## src/rtl/board_loader.sv

```systemverilog
// Board loader: sweeps a fill pattern into the board double buffer on request, one word per cycle.
// Optional LFSR random fill is compiled in with the LOADER_LFSR_EN macro.
module board_loader #(
    parameter int          ADDR_W = 12,
    parameter int          DATA_W = 16,
    parameter int          WORDS  = 4096,
    parameter logic [15:0] SEED   = 16'hACE1
) (
    input  logic              clk_in,
    input  logic              rst_n_in,
    input  logic              start_in,
    input  logic              load_req_in,
    input  logic [1:0]        mode_in,
    output logic [ADDR_W-1:0] addr_w_out,
    output logic [DATA_W-1:0] data_w_out,
    output logic              wr_en_out,
    output logic              busy_out,
    output logic              done_out
);

    typedef enum logic [1:0] {
        IDLE  = 2'd0,
        SWEEP = 2'd1,
        DONE  = 2'd2
    } state_t;

    localparam logic [ADDR_W-1:0] LAST_ADDR = ADDR_W'(WORDS - 1);

    state_t              state_r, state_nxt_s;
    logic                pending_r, pending_nxt_s;
    logic [1:0]          mode_r, mode_nxt_s;
    logic [1:0]          sweep_mode_r, sweep_mode_nxt_s;
    logic [1:0]          eff_mode_s;
    logic [ADDR_W-1:0]   addr_r, addr_nxt_s;
    logic [DATA_W-1:0]   data_r, data_nxt_s;
    logic                wr_en_r, wr_en_nxt_s;
    logic                done_r, done_nxt_s;
    logic                busy_r;
    logic [DATA_W-1:0]   rnd_word_s;

    function automatic logic [DATA_W-1:0] fill_word(input logic [1:0] mode, input logic odd,
                                                     input logic [DATA_W-1:0] rnd);
        logic [DATA_W-1:0] w;
        w = {DATA_W{1'b0}};
        case (mode)
            2'b00:   w = {DATA_W{1'b0}};
            2'b01:   w = rnd;
            2'b10:   for (int i = 0; i < DATA_W; i++) w[i] = ((i % 2) == 0) ^ odd;
            2'b11:   w = {DATA_W{1'b1}};
            default: w = {DATA_W{1'b0}};
        endcase
        return w;
    endfunction

`ifdef LOADER_LFSR_EN
    logic [15:0] lfsr_r;

    function automatic logic [15:0] lfsr_step(input logic [15:0] s);
        return {s[0] ^ s[2] ^ s[3] ^ s[5], s[15:1]};
    endfunction

    function automatic logic [DATA_W-1:0] lfsr_replicate(input logic [15:0] s);
        logic [DATA_W-1:0] w;
        for (int i = 0; i < DATA_W; i++) w[i] = s[i % 16];
        return w;
    endfunction

    assign rnd_word_s = lfsr_replicate(lfsr_r);

    // LFSR state: advances once for every word written
    always_ff @(posedge clk_in or negedge rst_n_in) begin
        if (!rst_n_in) begin
            lfsr_r <= SEED;
        end else if (wr_en_nxt_s) begin
            lfsr_r <= lfsr_step(lfsr_r);
        end else begin
            lfsr_r <= lfsr_r;
        end
    end
`else
    logic unused_seed_s;
    assign unused_seed_s = ^SEED;
    assign rnd_word_s    = {DATA_W{1'b0}};
`endif

    // A request arriving together with start is served by that start
    assign eff_mode_s = load_req_in ? mode_in : mode_r;

    // Next-state and next-output logic
    always_comb begin
        state_nxt_s      = state_r;
        pending_nxt_s    = pending_r | load_req_in;
        mode_nxt_s       = eff_mode_s;
        sweep_mode_nxt_s = sweep_mode_r;
        wr_en_nxt_s      = 1'b0;
        addr_nxt_s       = {ADDR_W{1'b0}};
        data_nxt_s       = {DATA_W{1'b0}};
        done_nxt_s       = 1'b0;
        case (state_r)
            IDLE: begin
                if (start_in && (pending_r || load_req_in)) begin
                    pending_nxt_s    = 1'b0;
                    sweep_mode_nxt_s = eff_mode_s;
                    state_nxt_s      = SWEEP;
                    wr_en_nxt_s      = 1'b1;
                    data_nxt_s       = fill_word(eff_mode_s, 1'b0, rnd_word_s);
                end else if (start_in) begin
                    state_nxt_s = DONE;
                    done_nxt_s  = 1'b1;
                end else begin
                    state_nxt_s = IDLE;
                end
            end
            SWEEP: begin
                if (addr_r == LAST_ADDR) begin
                    state_nxt_s = DONE;
                    done_nxt_s  = 1'b1;
                end else begin
                    wr_en_nxt_s = 1'b1;
                    addr_nxt_s  = addr_r + ADDR_W'(1);
                    data_nxt_s  = fill_word(sweep_mode_r, addr_nxt_s[0], rnd_word_s);
                end
            end
            DONE:    state_nxt_s = IDLE;
            default: state_nxt_s = IDLE;
        endcase
    end

    // State and registered outputs
    always_ff @(posedge clk_in or negedge rst_n_in) begin
        if (!rst_n_in) begin
            state_r      <= IDLE;
            pending_r    <= 1'b0;
            mode_r       <= 2'b00;
            sweep_mode_r <= 2'b00;
            addr_r       <= {ADDR_W{1'b0}};
            data_r       <= {DATA_W{1'b0}};
            wr_en_r      <= 1'b0;
            done_r       <= 1'b0;
            busy_r       <= 1'b0;
        end else begin
            state_r      <= state_nxt_s;
            pending_r    <= pending_nxt_s;
            mode_r       <= mode_nxt_s;
            sweep_mode_r <= sweep_mode_nxt_s;
            addr_r       <= addr_nxt_s;
            data_r       <= data_nxt_s;
            wr_en_r      <= wr_en_nxt_s;
            done_r       <= done_nxt_s;
            busy_r       <= (state_nxt_s != IDLE);
        end
    end

    assign addr_w_out = addr_r;
    assign data_w_out = data_r;
    assign wr_en_out  = wr_en_r;
    assign done_out   = done_r;
    assign busy_out   = busy_r;

endmodule

```

## config.mk

```make
export PLATFORM = sky130hd
export DESIGN_NAME = board_loader
export DESIGN_NICKNAME = d
export VERILOG_FILES = /design/src/rtl/board_loader.sv
export SDC_FILE = /design/constraint.sdc
export NUM_CORES = 1
export LEC_CHECK = 0
export BUFFER_PORTS_ARGS = -buffer_cell sky130_fd_sc_hd__buf_2
export CORE_MARGIN = 10
export CORE_UTILIZATION = 39
export CTS_BUF_LIST = sky130_fd_sc_hd__clkbuf_4
export CTS_CLUSTER_SIZE = 16
export DETAILED_ROUTE_END_ITERATION = 10
export GPL_TIMING_DRIVEN = 0
export HOLD_SLACK_MARGIN = 0.1
export PLACE_DENSITY = 0.64
export SLEW_MARGIN = 20
export SYNTH_ARGS = -nofsm -noshare
export SYNTH_HDL_FRONTEND = slang
export SYNTH_SLANG_ARGS = --single-unit
```

## constraint.sdc

```tcl
create_clock -name clk_in -period 1.9 [get_ports clk_in]
set_input_delay 0.19 -clock clk_in [delete_from_list [all_inputs] [get_ports clk_in]]
set_output_delay 0.19 -clock clk_in [all_outputs]
set_load 0.03 [all_outputs]
```

# Word level (Yosys, flattened, before mapping)
# Cells that the tools add are included.
classes:
  n_addsub: 1
  eq_ne: 8
  mux: 21
  bitwise_logic: 2
  n_reduce_logical: 9
op_table:
  columns: ["op", "count"]
  rows:
  - ["$pmux 16 s3", 2]
  - ["$mux 16", 2]
  - ["$pmux 16 s2", 1]
  - ["$mux 12", 2]
  - ["$add 12x1->12 const B", 1]
  - ["$eq 12x12->1 const B", 1]
  - ["$eq 2x2->1 const B", 4]
  - ["$mux 2", 4]
  - ["$mux 1", 7]
  - ["$eq 2x1->1 const B", 3]
  - ["$logic_not 2->1", 3]
  - ["$pmux 1 s2", 2]
  - ["$pmux 2 s2", 1]
  - ["$reduce_or 2->1", 2]
  - ["$reduce_and 2->1", 1]
  - ["$reduce_bool 2->1", 1]
  - ["$logic_and 1x1->1", 1]
  - ["$logic_or 1x1->1", 1]
  - ["$not 1->1", 1]
  - ["$or 1x1->1", 1]
totals:
  reg_bits: 38
  input_bits: 6
  output_inout_bits: 31

# Longest topological paths before layout
# Gate-level depths: netlist (run 1).
depth:
  ltp_word: 6
  ltp_mapped: 5
  ltp_nobuf: 4

# Worst setup path after synthesis (run 1)
# OpenSTA, ideal clock, no wires.
synth_timing:
  kind: "register to register"
  start: "reg addr_r[0], in the netlist addr_w_out[0]"
  end: "reg addr_r[10], in the netlist addr_w_out[10]"
  setup_time_ns: 0.078
  arrival_ns: 1.669
  required_time_ns: 1.822
  slack_ns: 0.153
  stages_incl_launch_ff: 5
  n_path_buf: 0
  path_cell_list: "dfrtp_1 > ha_1 > nand3_2 > or4_1 > a21boi_1"
synth_via:
  elab_chain_len: 3
  elab_cells_between_ends: 4
synth_lines:
  columns: ["element", "line", "text"]
  rows:
  - ["from (decl)", "34", "logic [ADDR_W-1:0] addr_r, addr_nxt_s;"]
  - ["from (signal assigned)", "136", "addr_r <= {ADDR_W{1'b0}};"]
  - ["from (signal assigned)", "146", "addr_r <= addr_nxt_s;"]
  - ["$add 12x1->12 or $eq 12x12->1 (tied branches)", "120, 115", null]
  - ["$mux 12 (*)", "115", "if (addr_r == LAST_ADDR) begin"]
  - ["$mux 12 (*)", "99", "case (state_r)"]
  - ["via addr_nxt_s[10]", "34", null]
# The timed path passes the listed nets; every way through them passes the cells marked *.
# A chain may end at the register's enable or synchronous reset.

# Worst setup path after layout (run 1)
# Ends and elaborated chain as after synthesis.

==> impl_metrics.csv, run 1 <==
group,metric,value,unit
run_status,status,"finished clean",
global_routing,grt_max_degree,25,
synthesis,synthCells,109,
setup_path,critPathLaunchType,"register",
synthesis,synth.largest_area_cell,"dfrtp_1",
power_and_ir_drop,power_frac_clock,39.9,%
synthesis,syn_area_per_cell,10.8,sq um
synthesis,synth.distinct_cells,33,
place,portBuffers,36,
synthesis,yosys.area.top_type_share,50.9,%
power_and_ir_drop,ir_drop,0.000423,V
drt,drc,0,
setup_path,r2r-start,"addr_w_out[0]$_DFF_PN0_",
place,gp_congestion,0.769,
cts,cts_setup_buffers,0,
floorplan,rows,19,
place,place_area,1400,sq um
synthesis,seq_area_frac_synth,50.9,%
setup_path,worstPathMaxFanout,9,
global_routing,grt_overflow,0,
power_and_ir_drop,intPower,738,uW
floorplan,dieArea,5630,sq um
drt,avgRoutedWirePerCell,13.9,microns
layout,fill_cells,268,
sta,finalCritPeriodShare,87.0,%
synthesis,ys_top_cells_by_count,"24 x dfrtp_1, 14 x buf_4, 9 x nor2_1",
drt,dr_total_vias,907,
synthesis,synth.most_common_cell,"dfrtp_1",
setup_path,worstPathArrival,1.89,ns
cts,cts_tree,"built",
floorplan,die_y,75.0,microns
power_and_ir_drop,p_comb_share,2.9,%
sta,relSlewSlack,65.5,%
synthesis,yosys_warnings,0,
hold_path,hold_depth,2,
synthesis,synth_edf_count,0,
synthesis,syn_area,1180,sq um
layout,area_growth,24.0,%
synthesis,async_flop_share,100,%
floorplan,core,2830,sq um
cts,clk_pin_slew,0.13,ns
floorplan,die_x,75.0,microns
synthesis,synth_area_leaders,"dfrtp_1 51%, buf_4 8.9%, nor2_1 2.9%, mux2_2 2.9%, a21oi_1 2.5%",
setup_path,cp-end-kind,"register",
layout,drive_gt1_share,43.3,%
drt,drt_iter0_markers,49,
global_routing,antenna_found_initial,0,
cts,ctsLongestPathBuffers,2,
run,drv_cap,0,
cts,cts_buffers,3,
synthesis,syn_nets,116,
power_and_ir_drop,switching_share,18.2,%
drt,drt_first_pass_iters,4,
sta,rsz0062_at_grt,"no",
floorplan,start_util,41.7,%
cts,cts.htree.levels,1,
cts,cts_root_buffer,"clkbuf_4",
synthesis,yosys_register_bits,24,
cts,clock_latency,0.30,ns
sta,worstMarginPinSlew,0.517,ns
global_routing,grt_pass1_wl,4.08,mm
drt,via_per_inst,5.01,
sta,fin_crit,1.65,ns
power_and_ir_drop,p_sw,164,uW
place,place_hpwl,1.92,mm
drt,antenna_left,0,
cts,clock-sinks,24,
sta,finalClockSkew,0.00297,ns
synthesis,synthFlopType,"dfrtp_1",
setup_path,path_class,"reg -> reg",
sta,fin_setup_tns,0,ns
sta,fmax,0.605,GHz
floorplan,ios,37,
setup_path,r2r_end,"addr_w_out[10]$_DFF_PN0_",
drt,routed_wl,2.52,mm
power_and_ir_drop,powerDensity,617,nW/um^2
layout,design_area,1460,sq um
setup_path,r2r_cells,4,
global_routing,grt_usage,9.24,%
sta,final_max_slew_viol_count,0,
hold_path,hp-start,"start_in",
setup_path,crit_required,2.14,ns
sta,setup_violations,0,
hold_path,hp-class,"in -> reg",
power_and_ir_drop,leakagePower,0.738,nW
layout,diodes,0,
setup_path,rrSetupSlack,0.25,ns
layout,final_nets,158,
hold_path,worst_hold_path.endpoint,"pending_r$_DFF_PN0_",
sta,finalHoldViolCount,0,
power_and_ir_drop,seqPwrFrac,57.2,%
global_routing,grt_pass1_vias,878,
## layout by cell type, fill, tap and decap left out, types with 2 or more instances in the layout
cell and instances:
dfrtp_1 23, nor2_1 9, buf_4 14, a32o_1 2, or4_1 3, clkbuf_4 3, nand2_1 6, mux2_2 3
nand3_1 4, o21ai_0 6, o31ai_1 2, or3_1 3, inv_1 4, buf_2 36, a21oi_1 6, nor3_1 2
nand4_1 2, xnor2_1 2
## final cells by class
class,instances,area (sq um),area share (%)
Sequential cell,24,602,41.1
Multi-Input combinational cell,66,448,30.6
Timing Repair Buffer,37,190,13.0
Buffer,15,116,7.96
Tap cell,31,38.8,2.65
Clock inverter,1,30.0,2.05
Clock buffer,3,22.5,1.54
Inverter,4,15.0,1.03
## how the worst max path moves through the flow
stage	start	end	cells past startpoint	slack, ns
after floorplan	addr_w_out[0]$_DFF_PN0_	addr_w_out[10]$_DFF_PN0_	4	0.15
after global routing	addr_w_out[0]$_DFF_PN0_	addr_w_out[10]$_DFF_PN0_	4	0.07
after CTS	addr_w_out[0]$_DFF_PN0_	wr_en_out$_DFF_PN0_	5	0.19
final	addr_w_out[0]$_DFF_PN0_	addr_w_out[10]$_DFF_PN0_	4	0.25
after detailed placement	addr_w_out[0]$_DFF_PN0_	wr_en_out$_DFF_PN0_	5	0.20
after global placement	addr_w_out[0]$_DFF_PN0_	wr_en_out$_DFF_PN0_	5	0.22
## power by group through the flow
stage	clock network [mW]	logic (mW)	registers, mW
2_1_floorplan	0	0.00730	0.525
3_3_place_gp	0	0.0254	0.525
3_5_place_dp	0	0.0259	0.526
4_1_cts	0.373	0.0275	0.516
5_1_grt	0.391	0.0299	0.517
6_report	0.360	0.0262	0.516
## worst max-delay path: stages (launching register included)
cell and delay [ns]:
dfrtp_2 0.44, ha_1 0.23, nand3_2 0.21, or4_1 0.55, a21boi_1 0.15
## registers in the layout (all words and copies together) (netlist names)
register      flops
sweep_mode_r      2
data_w_out        2
pending_r         1
state_r           2
addr_w_out       12
busy_out          1
wr_en_out         1
done_out          1
mode_r            2
## kinds of logic after synthesis
family / after synthesis / share of synthesized area [%]
fa+ha+maj: 1 / 1.06
mux: 3 / 2.86
simple gates: 36 / 17.8
flops: 24 / 50.9
compound gates: 23 / 14.0
buf+inv: 19 / 11.1
xor+xnor: 3 / 2.23
## routing by layer
layer / up-vias / share of wire (%) / GRT usage, % / wire, microns
met2: 19 / 51 / 16.5 / 1280
met4: 0 / 0.64 / 3.15 / 16
met5: - / 0 / 0 / 0
met3: 2 / 7.1 / 2.89 / 178
li1: 463 / - / - / -
met1: 423 / 41 / 10.1 / 1040
## per-stage QoR
stage               cells  hold WS [ns]  setup WS, ns  total power, mW  utilization, %
floorplan             109        -0.106         0.153            0.533               -
global placement      176         0.199         0.219            0.551            49.4
detailed placement    176         0.204         0.204            0.552            49.4
CTS                   181         0.105         0.186            0.916            51.7
global route          181         0.116        0.0696            0.938            51.7
finish                181         0.119         0.248            0.902            51.7
## repair_timing
action | CTS | global route
gates resized for setup | 0 | 1
endpoints found under the hold margin | 24 | 0
endpoints found under the setup margin | 0 | 1
hold buffers | 1 | 0
No activity file was read; power rests on OpenSTA's default activity.
==> inputs of run 2 (changes only) <==
--- a/config.mk
+++ b/config.mk
@@ -5,6 +5,7 @@
 export SDC_FILE = /design/constraint.sdc
 export NUM_CORES = 1
 export LEC_CHECK = 0
+export ABC_AREA = 1
 export BUFFER_PORTS_ARGS = -buffer_cell sky130_fd_sc_hd__buf_2
 export CORE_MARGIN = 10
 export CORE_UTILIZATION = 39
==> run 2 against run 1 <==
Non-clock buffer count unchanged; design area decreased by 1.5%; clock power decreased by 41%; hold slack improved by 0.065 ns; highest routed layer unchanged; via count increased by 8.3%.
==> impl_metrics.csv, run 2 <==
group,metric,value,unit
layout,final_nets,188,
synthesis,synth_compound_area_share,9.24,%
cts,cts_setup_buffers,0,
synthesis,yosys_register_bits,24,
sta,fmax,0.695,GHz
place,place_hpwl,2.02,mm
floorplan,die_y,75.0,microns
sta,fin_setup_tns,0,ns
sta,fin_crit,1.44,ns
synthesis,synth.largest_area_cell,"dfrtp_1",
run_status,status,"finished clean",
floorplan,start_util,41.7,%
synthesis,syn_area_per_cell,8.54,sq um
setup_path,worstPathArrival,1.64,ns
drt,antenna_left,0,
synthesis,synthAdderAreaFrac,1.06,%
setup_path,crit_family,"simple AND/OR/NAND/NOR gates",
global_routing,grt_pass1_vias,979,
cts,cts-hold-fix-buffers,2,
synthesis,yosys_warnings,0,
power_and_ir_drop,powerDensity,1500,nW/um^2
sta,finalCritPeriodShare,75.8,%
cts,cts_buffers,3,
synthesis,syn_nets,145,
drt,drt_iter0_markers,28,
setup_path,path_class,"reg -> reg",
layout,area_growth,22.2,%
setup_path,critPathLaunchType,"register",
floorplan,core,2830,sq um
drt,drt_first_pass_iters,4,
synthesis,synth-simple-area-share,24.0,%
synthesis,synth_area_leaders,"dfrtp_1 51%, buf_4 8.9%, nand2_1 8.6%, nor2_1 7.3%, o21ai_0 5.5%",
drt,routed_wl,2.52,mm
sta,worstMarginPinSlew,0.527,ns
setup_path,path_cells,"ha_1, nand2_1, nor2_2, nand3_2, nand2_4, inv_4, nand2_1, nor2_1",
layout,diodes,0,
drt,dr_total_vias,982,
drt,avgRoutedWirePerCell,12.0,microns
global_routing,grt_max_degree,25,
setup_path,critical-path-max-stage-delay,0.45,ns
sta,rsz0062_at_grt,"no",
drt,drc,0,
layout,final_common_cell,"buf_2",
cts,cts_resized,0,
setup_path,critPathBufInv,1,
setup_path,crit_required,2.10,ns
place,portBuffers,36,
sta,relSlewSlack,64.9,%
synthesis,seq_area_frac_synth,51.0,%
cts,cts_root_buffer,"clkbuf_4",
floorplan,die_x,75.0,microns
synthesis,async_flop_share,100,%
global_routing,grt_overflow,0,
synthesis,synth.distinct_cells,20,
hold_path,hp-class,"in -> reg",
sta,setup_violations,0,
layout,layout_common_cells,"36 x buf_2, 27 x nand2_1, 24 x dfrtp_1, 23 x nor2_1, 14 x buf_4",
synthesis,yosys.area.top_type_share,51.0,%
power_and_ir_drop,leakagePower,0.785,nW
global_routing,grt_usage,9.61,%
synthesis,synthMuxAreaShare,0,%
setup_path,worstPathMaxFanout,7,
power_and_ir_drop,ir_drop,0.000709,V
synthesis,synthCells,138,
cts,ctsLongestPathBuffers,2,
cts,clock-sinks,24,
synthesis,syn_area,1180,sq um
synthesis,ys_top_cells_by_count,"27 x nand2_1, 24 x dfrtp_1, 23 x nor2_1",
layout,drive_gt1_share,34.6,%
setup_path,crit_path_top_delay_cell,"dfrtp_1",
synthesis,synth_edf_count,0,
cts,cts.htree.levels,1,
drt,via_per_inst,4.68,
setup_path,crit_top_cell,"nand2_1",
run,drv_cap,0,
synthesis,synthFlopType,"dfrtp_1",
cts,cts_tree,"built",
synthesis,synth-xor-area-share,1.49,%
floorplan,ios,37,
sta,finalClockSkew,0.00370,ns
place,gp_congestion,0.781,
cts,clk_pin_slew,0.12,ns
sta,finalWorstSetupSlack,0.461,ns
layout,largest_reg_flops,12,
setup_path,cp-end-kind,"register",
floorplan,rows,19,
synthesis,synth.most_common_cell,"nand2_1",
cts,clock_latency,0.31,ns
global_routing,antenna_found_initial,0,
sta,final_max_slew_viol_count,0,
floorplan,dieArea,5620,sq um
place,place_worst_setup_slack,0.454,ns
sta,finalHoldViolCount,0,
global_routing,grt_pass1_wl,4.28,mm
synthesis,synth_top_family_by_area,"simple AND/OR/NAND/NOR gates",
run 2: worst register-to-register path: cells and delay by family (launching register included):
kind | cells | cell delay (ns)
flip-flops | 1 | 0.45
adder cells (fa/ha/maj) | 1 | 0.19
AND/OR/NAND/NOR | 6 | 0.64
buffers and inverters | 1 | 0.06
run 2: per-layer routing:
metal / global-route usage, % / vias up / routed length, microns
li1: - / 505 / -
met1: 10.8 / 444 / 1100
met2: 16.4 / 28 / 1150
met3: 3.29 / 5 / 236
met4: 3.78 / 0 / 35
met5: 0 / - / 0
run 2: layout make-up:
class | instances | area [sq um]
sequential | 24 | 601
fill | 283 | 1390
buffer | 14 | 105
timing repair buffer | 38 | 200
clock buffer | 3 | 22.5
tap | 31 | 38.8
inverter | 13 | 51.3
multi-input combinational | 87 | 422
run 2: through the flow:
stage                     area (sq um)  power [mW]  hold WS, ns  util, %  std cells
after floorplan                   1180        1.65       -0.106        -        138
after global placement            1400        1.95        0.195     49.4        205
after detailed placement          1400        1.98        0.204     49.4        205
after CTS                         1440        2.20        0.174     50.9        210
after global routing              1440        2.33        0.200     50.9        210
final                             1440        2.16        0.184     50.9        210
run 2: kinds of logic (layout without fill, tap and decap cells):
family,Yosys count,in the layout
buffers and inverters,27,68
adder cells (fa/ha/maj),1,1
XOR/XNOR,2,2
AO/OA/AOI/OAI,20,20
AND/OR/NAND/NOR,64,64
flip-flops,24,24
run 2: final timing paths:
| path | start | end | slack (ns) | cells after the start |
|---|---|---|---|---|
| hold / removal | mode_in[1] | mode_r[1]$_DFF_PN0_ | 0.18 | 3 |
| hold reg to reg | state_r[1]$_DFF_PN0_ | busy_out$_DFF_PN0_ | 0.46 | 1 |
| max in group asynchronous | rst_n_in | addr_w_out[5]$_DFF_PN0_ | 1.17 | 2 |
| min in group asynchronous | rst_n_in | mode_r[1]$_DFF_PN0_ | 0.38 | 2 |
| setup reg to reg | addr_w_out[0]$_DFF_PN0_ | addr_w_out[3]$_DFF_PN0_ | 0.46 | 8 |
| setup / recovery | addr_w_out[0]$_DFF_PN0_ | addr_w_out[3]$_DFF_PN0_ | 0.46 | 8 |
run 2: power by group:
part           internal [mW]  switching, mW  leakage, nW  total [mW]
clock network         0.0740          0.139       0.0138       0.213
logic                  0.429          0.777        0.472        1.21
registers              0.625          0.120        0.299       0.745
